[src/rtl/mb16_dot_acc.sv]
// Saturating dot-product accumulator behind the 16-bit Booth multiplier stage.
// It sums LEN signed products per group and holds each result in a valid/ready output register.
module mb16_dot_acc #(
  parameter int PWIDTH = 32,
  parameter int AWIDTH = 40,
  parameter int LEN    = 16,
  parameter int CWIDTH = 5
) (
  input  logic                     CLK,
  input  logic                     RST,
  input  logic                     clear,
  input  logic                     in_valid,
  input  logic signed [PWIDTH-1:0] product,
  output logic                     in_ready,
  output logic                     out_valid,
  input  logic                     out_ready,
  output logic signed [AWIDTH-1:0] acc_out,
  output logic                     ovf
);

  localparam logic [CWIDTH-1:0] LAST_CNT = CWIDTH'(LEN - 1);
  localparam logic [AWIDTH-1:0] ACC_MAX  = {1'b0, {(AWIDTH-1){1'b1}}};
  localparam logic [AWIDTH-1:0] ACC_MIN  = {1'b1, {(AWIDTH-1){1'b0}}};

  logic [AWIDTH-1:0] acc_r;
  logic [CWIDTH-1:0] cnt_r;
  logic              sticky_r;

  logic              last_s;
  logic              beat_s;
  logic [PWIDTH-1:0] prod_s;
  logic [AWIDTH:0]   sum_s;
  logic              clamp_s;
  logic [AWIDTH-1:0] sat_s;

  // The two top bits of the one-bit-wider sum disagree exactly when it left the signed range.
  function automatic logic sat_clamp(input logic [AWIDTH:0] s);
    return s[AWIDTH] ^ s[AWIDTH-1];
  endfunction

  function automatic logic [AWIDTH-1:0] sat_value(input logic [AWIDTH:0] s);
    logic [AWIDTH-1:0] v;
    if (sat_clamp(s)) begin
      v = s[AWIDTH] ? ACC_MIN : ACC_MAX;
    end else begin
      v = s[AWIDTH-1:0];
    end
    return v;
  endfunction

  // Handshake decode and saturating add; product is gated so an idle X never reaches the sum.
  always_comb begin
    last_s   = (cnt_r == LAST_CNT);
    in_ready = ~clear & ~(out_valid & ~out_ready & last_s);
    beat_s   = in_valid & in_ready;
    prod_s   = beat_s ? product : {PWIDTH{1'b0}};
    sum_s    = {acc_r[AWIDTH-1], acc_r} + {{(AWIDTH+1-PWIDTH){prod_s[PWIDTH-1]}}, prod_s};
    clamp_s  = sat_clamp(sum_s);
    sat_s    = sat_value(sum_s);
  end

  // Running accumulator, beat counter and in-group saturation flag.
  always_ff @(posedge CLK) begin
    if (!RST) begin
      acc_r    <= {AWIDTH{1'b0}};
      cnt_r    <= {CWIDTH{1'b0}};
      sticky_r <= 1'b0;
    end else if (clear) begin
      acc_r    <= {AWIDTH{1'b0}};
      cnt_r    <= {CWIDTH{1'b0}};
      sticky_r <= 1'b0;
    end else if (beat_s) begin
      if (last_s) begin
        acc_r    <= {AWIDTH{1'b0}};
        cnt_r    <= {CWIDTH{1'b0}};
        sticky_r <= 1'b0;
      end else begin
        acc_r    <= sat_s;
        cnt_r    <= cnt_r + CWIDTH'(1);
        sticky_r <= sticky_r | clamp_s;
      end
    end else begin
      acc_r    <= acc_r;
      cnt_r    <= cnt_r;
      sticky_r <= sticky_r;
    end
  end

  // Result register: a closing beat loads it, even while the previous result is being consumed.
  always_ff @(posedge CLK) begin
    if (!RST) begin
      acc_out   <= {AWIDTH{1'b0}};
      ovf       <= 1'b0;
      out_valid <= 1'b0;
    end else if (beat_s && last_s) begin
      acc_out   <= sat_s;
      ovf       <= sticky_r | clamp_s;
      out_valid <= 1'b1;
    end else if (out_valid && out_ready) begin
      acc_out   <= acc_out;
      ovf       <= ovf;
      out_valid <= 1'b0;
    end else begin
      acc_out   <= acc_out;
      ovf       <= ovf;
      out_valid <= out_valid;
    end
  end

endmodule
[config.mk]
export PLATFORM = sky130hd
export DESIGN_NAME = mb16_dot_acc
export DESIGN_NICKNAME = d
export VERILOG_FILES = /design/src/rtl/mb16_dot_acc.sv
export SDC_FILE = /design/constraint.sdc
export NUM_CORES = 1
export LEC_CHECK = 0
export CORE_ASPECT_RATIO = 0.8
export CORE_MARGIN = 2
export CORE_UTILIZATION = 30
export CTS_CLUSTER_SIZE = 24
export DETAILED_ROUTE_END_ITERATION = 8
export PLACE_DENSITY = 0.58
export SLEW_MARGIN = 25
export SYNTH_ARGS = -nofsm -noshare
export SYNTH_HDL_FRONTEND = slang
export SYNTH_SLANG_ARGS = --single-unit
[constraint.sdc]
create_clock -name CLK -period 6.5 [get_ports CLK]
set_clock_uncertainty 0.15 [all_clocks]
set_input_delay 1.3 -clock CLK [delete_from_list [all_inputs] [get_ports CLK]]
set_output_delay 1.3 -clock CLK [all_outputs]
set_load 0.02 [all_outputs]
Word level (Yosys, flattened, before mapping)
Index checks and enable logic that the tools add are counted.
- flip-flop bits (word level): 88
- input bits: 37
- add/sub/neg operators: 2
- eq/ne operators: 1
- mux-type cells: 8
- bitwise gates (word level): 10
- reductions and logical operators: 4
- operators by type and width (cell ; number):
    $mux 40 ; 3
    $add 40x32->41 ; 1
    $mux 32 ; 1
    $add 5x1->5 const B ; 1
    $eq 5x4->1 const B ; 1
    $mux 5 ; 1
    $and 1x1->1 ; 4
    $not 1->1 ; 4
    $mux 1 ; 3
    $logic_and 1x1->1 ; 2
    $reduce_bool 2->1 ; 1
    $reduce_or 2->1 ; 1
    $or 1x1->1 ; 1
    $xor 1x1->1 ; 1

Longest topological paths before layout
- depth after elaboration: 11
- gate-level depth with buffers: 20
- mapped depth without buffers: 17

Worst setup path after synthesis
Ideal clock, no wire load.
- path kind: input -> register
- from: input port out_ready
- to: register acc_r[34]
- arrival time: 4787 ps
- path slack: 1490 ps
- cell stages on the path: 17
- path buffers: 5
- cells stage by stage: nor2b_1 > a21oi_1 > clkbuf_1 > and3_1 > ha_1 > clkbuf_1 > a211oi_1 > o211ai_1 > a221oi_1 > o21ai_0 > o41a_1 > buf_6 > nand2_4 > buf_6 > nand2_4 > buf_6 > o211ai_2
- longest elaborated chain between the ends: 11
- elaborated cells on any way between the ends: 12
- classes of those cells: 1 x add/sub; 4 x mux; 7 x bitwise
- RTL lines (item ; RTL line ; text):
    start, declared ; 16 ; input logic out_ready,
    $not 1->1 * ; 54 ; in_ready = ~clear & ~(out_valid & ~out_ready & last_s);
    $and 1x1->1 * (2 in a row) ; 54 ;
    $not 1->1 * ; 54 ;
    $and 1x1->1 * ; 54 ;
    via in_ready ; 14 ; output logic in_ready,
    $and 1x1->1 * ; 55 ; beat_s = in_valid & in_ready;
    $mux 32 ; 56 ; prod_s = beat_s ? product : {PWIDTH{1'b0}};
    $add 40x32->41 ; 57 ; sum_s = {acc_r[AWIDTH-1], acc_r} + {{(AWIDTH+1-PWIDTH){prod_s[PWIDTH-1]}}, prod_s};
    $mux 40 or $xor 1x1->1 (tied branches) ; 44, 38 ;
    $mux 40 ; 43 ; if (sat_clamp(s)) begin
    $mux 40 ; 73 ; if (last_s) begin
    end signal, assigned ; 65 ; acc_r <= {AWIDTH{1'b0}};
    end signal, assigned ; 74 ; acc_r <= {AWIDTH{1'b0}};
    end signal, assigned ; 78 ; acc_r <= sat_s;
    end, declared ; 25 ; logic [AWIDTH-1:0] acc_r;
Mark *: on every way through the listed nets, which the timed path passes. The rest lies on a longest branch.
A chain may end at the register's enable or synchronous reset.

Final worst setup path
- from: input port in_valid
- to: register acc_out[37]
- longest elaborated chain between the ends: 5
- elaborated cells on any way between the ends: 7
- classes of those cells: 1 x add/sub; 3 x mux; 2 x bitwise; 1 x reduce/logical
- RTL lines (item ; RTL line ; text):
    start, declared ; 12 ; input logic in_valid,
    $and 1x1->1 * ; 55 ;
    $mux 32 ; 56 ;
    $add 40x32->41 ; 57 ;
    $mux 40 or $xor 1x1->1 (tied branches) ; 44, 38 ;
    $mux 40 ; 43 ;
    end signal, assigned ; 92 ; acc_out <= {AWIDTH{1'b0}};
    end signal, assigned ; 96 ; acc_out <= sat_s;
    end signal, assigned ; 100 ; acc_out <= acc_out;
    end, declared ; 17 ; output logic signed [AWIDTH-1:0] acc_out,
Mark *: on every way between the ends. The rest lies on a longest branch, timed or not.

==> results.toml <==
[yosys]
synth_top_area_cell = "dfxtp_1"
ys_seq_elements = 88
avgSynthCellArea_um2 = 7.869
yosysWarnings = 0
async_reset_ff_frac = 0
synthCells = 736
netlist_area_mm2 = 0.005792
synth_fp_nets = 815
synth_edf_count = 0
synth_area_leaders = "dfxtp_1, ha_1, nand2_1"
ys_types = 70
netlist_top_cells_count = "nand2_1, dfxtp_1, nor2_1"
yosysSeqAreaShare = 0.3042
yosysTopAreaCellShare = 0.3042
synth.most_common_cell = "nand2_1"
synthFlopType = "dfxtp_1"

[clock_tree]
clk_path_buf_depth = 2
cts_root_buffer = "clkbuf_16"
cts_max_level = 3
cts_hold_buffers = 0
cts_resized = 0
clk_pin_slew_worst_paths_ns = 0.07
cts_tree = "yes"
clock_latency_ns = 0.35
numCtsBuffers = 9
post_cts_buffers = 0
clock_sinks = 88

[cells_and_area]
drive_gt1_frac = 0.09582
nNetsFinal = 888
syn2layout_area_growth_pct = 24.61
design_area_mm2 = 0.007217
num_antenna_cells = 0

[global_routing]
track_usage = 0.1768
grt_max_degree = 40
grt_pass1_wl_um = 28380
grt_pass1_vias = 5201
antenna_found_initial = 0
gr-total-overflow = 0

[timing]
setup_violations = 0
finalHoldViolations = 0
fmax_mhz = 171.3
finalMaxSlewViolations = 0
postLayoutSetupSlackWorst_ns = 0.6626
finalCriticalPeriod_ns = 5.837
fin_crit_sh = 0.8981
finalSetupTns_ns = 0
relSlewSlack = 0.4113
worstMarginPinSlew_ns = 0.8802
grt_setup_unrepaired = "no"

[floorplanning]
core_mm2 = 0.01897
rows = 45
die-area_mm2 = 0.02044
die_y_um = 128.3
initial_utilization = 0.3052
die_w_um = 159.3
io_pins = 80

[worst_setup_path]
crit_fanout = 24
end_kind = "flop"
cp_cell_sequence = "clkdlybuf4s50_1 > buf_4 > and3_1 > ha_1 > and2_0 > nand3_1 > or4_1 > nor3_1 > o21ai_0 > o311ai_0 > nand2_1 > a22o_1"
critPathSlowestCell = "clkdlybuf4s50_1"
path_delay_family = "simple AND/OR/NAND/NOR gates"
cp_data_required_time_ns = 6.60
start_kind = "input port"
r2r_start = "cnt_r[0]"
crit_buf_inv = 2
crit_start = "in_valid"
critPathArrivalTime_ns = 5.94
crit_path_max_incr_delay_ns = 0.88
worstSetupPathType = "in2reg"

[min_path]
worstHoldStart = "acc_out[33]"
hp-class = "reg2reg"

[power_and_ir_drop]
vdd_ir_drop_max_uv = 101.1
p_leak_nw = 2.970
p_clk_frac = 0.457
p_seq_frac = 0.435
powerDensity_mw_per_mm2 = 173.2
p_comb_frac = 0.108
p_sw_mw = 0.3141
cellInternalPower_mw = 0.9358
switching_share = 0.2513

[detailed_routing]
ant_nets = 0
drcViolationCount = 0
drt_iter0_drc = 543
first_pass_iters = 5
via_per_inst = 5.275
drt-total-wl_um = 18160
wl_per_cell_um = 16.94
dr_total_vias = 5655

[placed_design]
dp_hpwl_um = 14110
portBuffers = 79
gp_congestion = 0.9370
placed_area_mm2 = 0.006897
dp_slack_ns = 0.3786

[flow_run]
max_cap_violations = 0

[status]
status = "finished clean"
## layer usage
metal	vias up	global-route usage	wire (um)
li1	2838	-	-
met1	2618	0.2694	9542
met2	182	0.2468	7118
met3	17	0.03947	1262
met4	0	0.04492	235
met5	-	0	0
## registers in the layout, summed over array words and instances (netlist names)
signal,flops
out_valid,1
cnt_r,5
ovf,1
acc_out,40
sticky_r,1
acc_r,40
## path summary, 6_finish.rpt
path                  to  slack, ns  depth (start not counted)
min          acc_out[33]       0.30                          2
max          acc_out[37]       0.66                         12
min reg2reg  acc_out[33]       0.30                          2
max reg2reg  acc_out[37]       1.29                         16
## layout make-up
cell class	instances	area, um2
Inverter	18	67.56
Sequential cell	88	1762
Clock inverter	6	91.34
Timing Repair Buffer	99	953.4
Multi-Input combinational cell	593	3791
Fill cell	1977	11760
Tap cell	258	322.8
Clock buffer	10	229.0
## placed cells by master (no fill, tap or decap), types with 3 or more instances in the layout
cell	count
nor2_1	62
dfxtp_1	88
nor4_1	4
nand2_1	101
buf_4	19
inv_1	18
nand2b_1	6
nand4_1	11
a21oi_1	53
and2_1	4
or3_1	4
o21ai_2	20
o211ai_1	6
a21o_1	11
a211oi_1	7
a311oi_1	4
o21a_1	7
nand3_1	16
o21ai_0	54
a31oi_1	11
clkbuf_16	9
nor2_2	3
a22o_1	18
nor2b_1	3
xor2_1	11
a41oi_1	3
o21bai_1	4
nor3_1	8
o211a_1	3
clkdlybuf4s50_1	79
a221oi_1	3
xnor2_1	21
o21ai_1	12
ha_1	41
o2111ai_1	4
and3_1	32
or2_2	5
## power by group through the flow
stage / Combinational, mW / Sequential (mW) / Clock, mW
floorplan: 0.0813 / 0.555 / 0
global placement: 0.135 / 0.556 / 0
detailed placement: 0.134 / 0.556 / 0
CTS: 0.135 / 0.544 / 0.583
global route: 0.147 / 0.544 / 0.604
finish: 0.135 / 0.544 / 0.571
## metrics by stage
| stage | util | power, mW | hold WS, ns | std cells |
|---|---|---|---|---|
| after floorplan | - | 0.6366 | 0.2807 | 736 |
| after global placement | 0.3635 | 0.6907 | 0.2864 | 1056 |
| after detailed placement | 0.3635 | 0.6904 | 0.2913 | 1056 |
| after CTS | 0.3803 | 1.261 | 0.3004 | 1072 |
| after global routing | 0.3803 | 1.295 | 0.3135 | 1072 |
| final | 0.3803 | 1.250 | 0.2952 | 1072 |
## worst min-delay path, delay by kind of cell (launching register included)
kind	cells	cell delay, ns
AO/OA/AOI/OAI	1	0.05
flip-flops	1	0.31
AND/OR/NAND/NOR	1	0.05
## logic make-up after synthesis
kind of cell               Yosys count  share of synthesized area
AOI/OAI and AO/OA                  242                     0.2804
adders and majority gates           44                    0.09548
and+or+nand+nor                    273                     0.2253
DFF                                 88                     0.3042
muxes                                2                   0.003457
xor gates and xnor gates            32                    0.04839
buffers and inverters               55                    0.04277
Power figures use the tool's default switching activity.
